==> src/rtl/systolic1_drain.sv <==
// Latches LANES accumulator words on a capture pulse and drains them one beat at a time over a valid/ready port.
// Optional build macro SYSTOLIC1_DRAIN_RELU_EN rectifies each lane (negative -> 0) at capture.
//
// state    | meaning
// ---------+-------------------------------------------------------------
// ST_IDLE  | no set buffered; out_valid low, waiting for capture
// ST_DRAIN | buffered set being serialized; out_idx points at current lane

module systolic1_drain #(
    parameter int LANES = 32,
    parameter int WIDTH = 32
) (
    input  logic                   clk,
    input  logic                   resetn,
    input  logic                   capture,
    input  logic [LANES*WIDTH-1:0] p_bus,
    output logic [WIDTH-1:0]       out_data,
    output logic [4:0]             out_idx,
    output logic                   out_valid,
    input  logic                   out_ready,
    output logic                   out_last,
    output logic                   busy,
    output logic                   overrun,
    input  logic                   clr_overrun
);

    localparam logic [4:0] LAST_IDX = 5'(LANES - 1);

    typedef enum logic {
        ST_IDLE  = 1'b0,
        ST_DRAIN = 1'b1
    } state_t;

    state_t           r_state;
    state_t           w_state_nxt;
    logic [WIDTH-1:0] r_buf [LANES];
    logic [WIDTH-1:0] w_lane [LANES];
    logic [4:0]       r_idx;
    logic             r_overrun;
    logic             w_xfer;
    logic             w_final;
    logic             w_accept;
    logic             w_drop;

    // A capture landing on the final transfer edge is a back-to-back set, not an overrun.
    assign w_xfer   = (r_state == ST_DRAIN) && out_ready;
    assign w_final  = w_xfer && (r_idx == LAST_IDX);
    assign w_accept = capture && ((r_state == ST_IDLE) || w_final);
    assign w_drop   = capture && (r_state == ST_DRAIN) && !w_final;

    always_comb begin
        for (int i = 0; i < LANES; i++) begin
            w_lane[i] = p_bus[WIDTH*i +: WIDTH];
`ifdef SYSTOLIC1_DRAIN_RELU_EN
            if (w_lane[i][WIDTH-1]) begin
                w_lane[i] = '0;
            end
`endif
        end
    end

    always_ff @(posedge clk or negedge resetn) begin
        if (!resetn) begin
            r_state <= ST_IDLE;
        end else begin
            r_state <= w_state_nxt;
        end
    end

    always_comb begin
        w_state_nxt = r_state;
        case (r_state)
            ST_IDLE: begin
                if (capture) begin
                    w_state_nxt = ST_DRAIN;
                end
            end
            ST_DRAIN: begin
                if (w_final && !capture) begin
                    w_state_nxt = ST_IDLE;
                end
            end
            default: w_state_nxt = ST_IDLE;
        endcase
    end

    always_comb begin
        out_valid = (r_state == ST_DRAIN);
        busy      = (r_state == ST_DRAIN);
        out_idx   = r_idx;
        out_last  = (r_state == ST_DRAIN) && (r_idx == LAST_IDX);
        out_data  = (r_state == ST_DRAIN) ? r_buf[r_idx] : '0;
        overrun   = r_overrun;
    end

    // Buffer has no reset: its contents are masked whenever out_valid is low.
    always_ff @(posedge clk) begin
        if (w_accept) begin
            r_buf <= w_lane;
        end
    end

    always_ff @(posedge clk or negedge resetn) begin
        if (!resetn) begin
            r_idx <= '0;
        end else if (w_accept) begin
            r_idx <= '0;
        end else if (w_xfer) begin
            r_idx <= w_final ? 5'd0 : r_idx + 5'd1;
        end
    end

    always_ff @(posedge clk or negedge resetn) begin
        if (!resetn) begin
            r_overrun <= 1'b0;
        end else if (w_drop) begin
            r_overrun <= 1'b1;
        end else if (clr_overrun) begin
            r_overrun <= 1'b0;
        end
    end

endmodule

==> config.mk <==
export PLATFORM = sky130hd
export DESIGN_NAME = systolic1_drain
export DESIGN_NICKNAME = d
export VERILOG_FILES = /design/src/rtl/systolic1_drain.sv
export SDC_FILE = /design/constraint.sdc
export NUM_CORES = 1
export LEC_CHECK = 0
export BUFFER_PORTS_ARGS = -buffer_cell sky130_fd_sc_hd__buf_2
export CORE_AREA = 2 2 415 417
export DETAILED_ROUTE_END_ITERATION = 7
export DIE_AREA = 0 0 417 419
export GPL_TIMING_DRIVEN = 1
export PLACE_DENSITY = 0.42
export SLEW_MARGIN = 20
export SYNTH_ARGS = -nofsm -noshare
export SYNTH_HDL_FRONTEND = slang
export SYNTH_SLANG_ARGS = --single-unit
==> constraint.sdc <==
create_clock -name clk -period 80.2 [get_ports clk]
set_input_delay 12.03 -clock clk [delete_from_list [all_inputs] [get_ports clk]]
set_output_delay 12.03 -clock clk [all_outputs]
set_load 0.05 [all_outputs]
==> qor.yml, run 1 <==
sta:
  clock-skew-final_ns: 0.0336
  max_freq_mhz: 56.8
  finalHoldViolCount: 0
  drv_slew: 0
  tightest_slew_ns: 1.14
  min_period_ns: 17.59
  slew_headroom: 0.240
  rsz0062_at_grt: "false"
  tns_ns: 0
  finalCritPeriodShare: 0.219
  whs_ns: 0.535
  setup_violations: 0
clocking:
  clkTransAtPathRegs_ns: 0.06
  root_buffer: "clkbuf_16"
  htreeDepth: 3
  cts_buffers: 121
  cts.repair.resized: 0
  ctsHoldBuffers: 0
  cts.path.max_buffers: 3
  cts_sinks: 1031
  cts_tree: "built"
  insertion_delay_ns: 0.78
  post_cts_buffers: 0
placed_design:
  place_congestion: 0.844
  io_buffers: 1069
  dp_hpwl_microns: 116000
drt:
  routed_wl_microns: 155000
  drc: 0
  via_per_inst: 4.44
  dr.pass1.iters: 5
  drt_iter0_markers: 1914
  vias: 23100
  wl_per_cell_microns: 29.7
  antenna_left: 0
setup_path:
  start_kind: "register"
  crit_required_ns: 68.17
  cp.arrival_ns: 5.56
  cp_max_fo: 40
  criticalPathCategory: "register to output pin"
  cp-end-kind: "output pin"
run_status:
  status: "finished clean"
global_route:
  met1_usage: 0.206
  antenna_found_initial: 189
  track_usage: 0.171
  grtUsageMet2: 0.284
  top_usage_layer: "met2"
  grt-ovfl-total: 0
  grt_max_degree: 194
  grtUsageMet3: 0.0596
  grt_pass1_vias: 23500
  grt_first_pass_wirelength_microns: 201000
pwr:
  finalPower_mw: 1.60
  combPwrFrac: 0.262
  power_density_mw_per_mm2: 31.0
  p_clk_frac: 0.353
  seqPwrFrac: 0.385
  p_int_mw: 1.08
  p_leak_nw: 18.4
  power.net_switching_uw: 526
  switching_share: 0.328
  ir_drop_mv: 0.0223
min_path:
  hold_path_class: "register to register"
synthesis:
  syn_area_sq_mm: 0.0398
  synthCells: 1698
  ys_ff_latch: 1031
  syn_area_per_cell_sq_um: 23.4
  syn-num-nets: 2729
  yosysUniqueCellTypes: 37
  ys_warn_count: 0
  seq_area_frac_synth: 0.777
die:
  dieWidth_microns: 417
  io_pins: 1070
  initial_utilization: 0.233
  die_height_microns: 419
  core_area_sq_mm: 0.171
  die_area_sq_mm: 0.175
  fp-row-count: 152
final_layout:
  drive_gt1_frac: 0.509
  final_nets: 3850
  syn2layout_area_growth_pct: 30.1
  final_util: 0.304
job:
  max_cap_viol_count: 0
metrics by stage:
stage | setup slack, ns | area [sq um] | instances
floorplan | 20.52 | 39800 | 1698
global placement | 63.09 | 47600 | 4929
detailed placement | 63.06 | 47600 | 4929
CTS | 62.35 | 51700 | 5154
global route | 62.35 | 51800 | 5190
finish | 62.61 | 51800 | 5205
synth_stat cells, drive strengths merged:
master	number	area share
a21oi	34	0.0043
a221oi	62	0.014
a22oi	1	0.00019
a41oi	1	0.00022
and2	2	0.00035
and3	2	0.00035
buf	48	0.010
clkbuf	56	0.0063
clkinv	1	0.000094
dfrtp	7	0.0044
edfxtp	1024	0.77
ha	2	0.00063
inv	4	0.00038
mux2	65	0.018
mux2i	66	0.017
mux4	223	0.14
nand2	11	0.0010
nand2b	1	0.00016
nor2	4	0.00038
nor2b	4	0.00063
nor3b	1	0.00019
o211ai	1	0.00019
o21ai	36	0.0045
o221ai	32	0.0070
o22ai	3	0.00047
o311a	1	0.00025
o31ai	3	0.00057
or2	2	0.00031
or3	1	0.00016
layout make-up:
| class | instances | area (sq um) |
|---|---|---|
| Fill cell | 16800 | 119000 |
| Sequential cell | 1031 | 30900 |
| Multi-Input combinational cell | 558 | 8250 |
| Timing Repair Buffer | 1102 | 5650 |
| Clock buffer | 136 | 3110 |
| Tap cell | 2233 | 2790 |
| Clock inverter | 89 | 920 |
| Antenna cell | 51 | 128 |
| Inverter | 5 | 18.8 |
sequential cells by signal (all words and copies together), names as in the netlist:
register,flops
r_buf,1024
out_idx,5
busy,1
overrun,1
critical path, stage by stage (launching register included):
cell and delay [ns]:
dfrtp_4 0.88, buf_4 0.74, buf_4 0.70, mux4_1 0.63, mux2_2 0.29, o221ai_1 0.79
a21oi_1 0.30, buf_2 0.32
final timing paths:
check / start / endpoint / slack, ns / cells past startpoint
max: out_idx[0] / out_data[17] / 62.61 / 7
min: overrun / overrun / 0.53 / 2
max reg2reg: out_idx[1] / r_buf[784] / 72.48 / 12
min reg2reg: overrun / overrun / 0.53 / 2
max in group asynchronous: resetn / out_idx[1] / 68.91 / 1
min in group asynchronous: resetn / out_idx[0] / 11.09 / 1
power groups by stage:
stage               Combinational (mW)  Sequential (mW)  Clock [mW]
floorplan                        0.262            0.630           0
global route                     0.441            0.619       0.603
global placement                 0.427            0.630           0
finish                           0.419            0.618       0.566
detailed placement               0.427            0.630           0
CTS                              0.429            0.618       0.583
per-layer routing:
| layer | wire, microns | vias to the layer above |
|---|---|---|
| met1 | 59400 | 11700 |
| met4 | 4860 | 82 |
| met2 | 76400 | 1097 |
| met5 | 501 | - |
| li1 | - | 9760 |
| met3 | 13500 | 408 |
cells by family (layout without fill, tap and decap cells):
logic type,count (synthesis),count (layout),synth area share
flops,1031,1031,0.777
mux,354,354,0.171
compound gates,174,174,0.0314
buf+inv,109,1332,0.0170
simple gates,28,28,0.00355
fa+ha+maj,2,2,0.000628
other cells,0,51,0
cell usage in the layout (no fill, tap or decap), types with 5 or more instances in the layout:
master	netlist	final
clkbuf_1	52	14
a21oi_1	34	34
clkinv_4	0	5
mux2i_1	66	66
o221ai_1	32	32
clkbuf_16	0	122
buf_2	16	1069
mux4_1	102	102
mux4_2	121	121
o21ai_0	36	35
mux2_2	65	65
a221oi_1	62	62
nand2_1	11	10
inv_6	0	8
diode_2	0	51
clkinv_1	1	27
buf_4	7	29
edfxtp_1	1024	1024
clkinv_2	0	26
bufinv_16	0	16
Power figures use the tool's default switching activity.
==> run 2: changes to the inputs <==
- CORE_AREA: 2 2 415 417 -> 2 2 418 420
- DIE_AREA: 0 0 417 419 -> 0 0 420 422
- PLACE_DENSITY: 0.42 -> 0.41
- clock period: 80.2 -> 17.2 ns (I/O delays scaled with it)
==> qor.yml, run 2 (synthesized netlist as in run 1, its figures left out) <==
die:
  die_area_sq_mm: 0.177  # +1.4%
  core_area_sq_mm: 0.173  # +1.3%
  dieWidth_microns: 420  # +0.72%
  io_pins: 1070  # unchanged
  initial_utilization: 0.230  # -0.00307
  fp-row-count: 153  # +0.66%
  die_height_microns: 422  # +0.72%
global_route:
  grt_first_pass_wirelength_microns: 203000  # +0.99%
  track_usage: 0.169  # -0.00205
  antenna_found_initial: 170  # -10%
  grt_pass1_vias: 23500  # +0.38%
  grt-ovfl-total: 0  # unchanged
  grt_max_degree: 195  # +0.52%
drt:
  routed_wl_microns: 154000  # -0.21%
  antenna_left: 0  # unchanged
  drc: 0  # unchanged
  vias: 23100  # +0.19%
  via_per_inst: 4.37  # -1.5%
  wl_per_cell_microns: 29.1  # -1.9%
  dr.pass1.iters: 6  # +1
  drt_iter0_markers: 1973  # +3.1%
clocking:
  post_cts_buffers: 0  # unchanged
  ctsHoldBuffers: 0  # unchanged
  htreeDepth: 3  # unchanged
  cts_buffers: 119  # -1.7%
  cts_tree: "built"
  cts.repair.resized: 0  # unchanged
  clkTransAtPathRegs_ns: 0.06  # about the same
  cts.path.max_buffers: 3  # unchanged
  root_buffer: "clkbuf_16"
  cts_sinks: 1031  # unchanged
  insertion_delay_ns: 0.76  # -0.02 ns
sta:
  tightest_slew_ns: 1.11  # -0.0336 ns
  finalCritPeriodShare: 0.465
  rsz0062_at_grt: "false"
  drv_slew: 0  # unchanged
  min_period_ns: 8.00
  max_freq_mhz: 125
  whs_ns: 0.532  # -0.00279 ns
  clock-skew-final_ns: 0.0261  # -0.00749 ns
  slew_headroom: 0.262  # +0.0224
  setup_violations: 0  # unchanged
  finalHoldViolCount: 0  # unchanged
pwr:
  power_density_mw_per_mm2: 142  # +360%
  finalPower_mw: 7.34  # +360%
  p_leak_nw: 18.4  # -0.35%
  ir_drop_mv: 0.0809  # +260%
placed_design:
  place_congestion: 0.832  # -1.5%
  dp_hpwl_microns: 116000  # +0.37%
  io_buffers: 1069  # unchanged
setup_path:
  worst_path_largest_cell_delay_ns: 0.89  # about the same
  path_cells: "buf_4, buf_4, buf_4, mux4_1, mux2_2, o221ai_1, a21oi_1, buf_2"
  crit_slowest_cell: "dfrtp_4"
  cp_max_fo: 42  # +5.0%
  critPathBufInv: 4  # +1
  crit_top_cell: "buf_4"
  crit_start: "out_idx[1]"
  criticalPathCategory: "register to output pin"
  crit_required_ns: 14.62  # -53.55 ns
  path_delay_family: "buffers and inverters"
  cp.arrival_ns: 5.42  # -0.14 ns
  cp-end-kind: "output pin"
  rr_startpoint: "out_idx[3]"
  start_kind: "register"
final_layout:
  n_fill_cell: 17200  # +2.9%
  drive_gt1_frac: 0.507  # -0.00224
  final_nets: 3857  # +0.18%
  mostFrequentLayoutCell: "buf_2"
  regMostFlops: "r_buf"
  largest_reg_flops: 1024  # unchanged
  final_cell_mix: "buf_2 (1,069), edfxtp_1 (1,024), mux4_2 (121), clkbuf_16 (121), mux4_1 (102)"
  syn2layout_area_growth_pct: 29.9
run_status:
  status: "finished clean"
min_path:
  holdCritStartpoint: "overrun"
  hold_path_class: "register to register"
job:
  max_cap_viol_count: 0  # unchanged
## run 2: cell count changes in the layout (fill, tap and decap cells not counted), sizes merged, moves of 3 or more
| cell | before | now |
|---|---|---|
| clkbuf | 136 | 144 |
| inv | 15 | 7 |
| diode | 51 | 44 |
| buf | 1102 | 1111 |
| bufinv | 16 | 11 |
| clkinv | 59 | 62 |
## run 2: per-stage QoR
stage	instances	worst slack [ns]	setup TNS, ns	cell area (sq um)	utilization
after detailed placement	5030	9.83	0	47800	0.277
final	5295	9.20	0	51700	0.299
after CTS	5251	8.94	0	51600	0.299
after floorplan	1698	-1.17	-1198.33	39900	-
after global placement	5030	9.92	0	47800	0.277
after global routing	5274	8.76	0	51700	0.299
## run 2: routing by layer
layer / GRT usage / routed length, microns / up-vias
met4: 0.0377 / 4130 / 56
met5: 0 / 342 / -
li1: - / - / 9764
met2: 0.287 / 76500 / 1089
met1: 0.211 / 61800 / 11800
met3: 0.0495 / 11500 / 384
## run 2: worst paths after layout
check / to / slack, ns / depth (start not counted)
hold reg to reg: overrun / 0.53 / 2
hold / removal: overrun / 0.53 / 2
max in group asynchronous: out_idx[1] / 15.35 / 1
min in group asynchronous: out_idx[4] / 1.65 / 1
setup / recovery: out_data[2] / 9.20 / 8
setup reg to reg: r_buf[903] / 11.21 / 9
## run 2: where the power goes
part	internal (mW)	leakage, nW	total, mW	switching (mW)
Combinational	0.693	7.21	1.97	1.28
Sequential	2.80	9.28	2.87	0.0726
Clock	1.45	1.87	2.50	1.05
## run 2: cell type report
type | count | area (sq um) | share of cell area
tap | 2325 | 2910 | 0.0562
clock inverter | 77 | 681 | 0.0132
sequential | 1031 | 30900 | 0.598
timing repair buffer | 1111 | 5690 | 0.110
antenna | 44 | 110 | 0.00213
inverter | 5 | 18.8 | 0.000363
multi-input combinational | 558 | 8260 | 0.160
clock buffer | 144 | 3110 | 0.0602
## run 2: tightest hold or removal path, stage by stage (launching register included)
cell	delay, ns
dfrtp_1	0.38
inv_1	0.05
o21ai_0	0.06
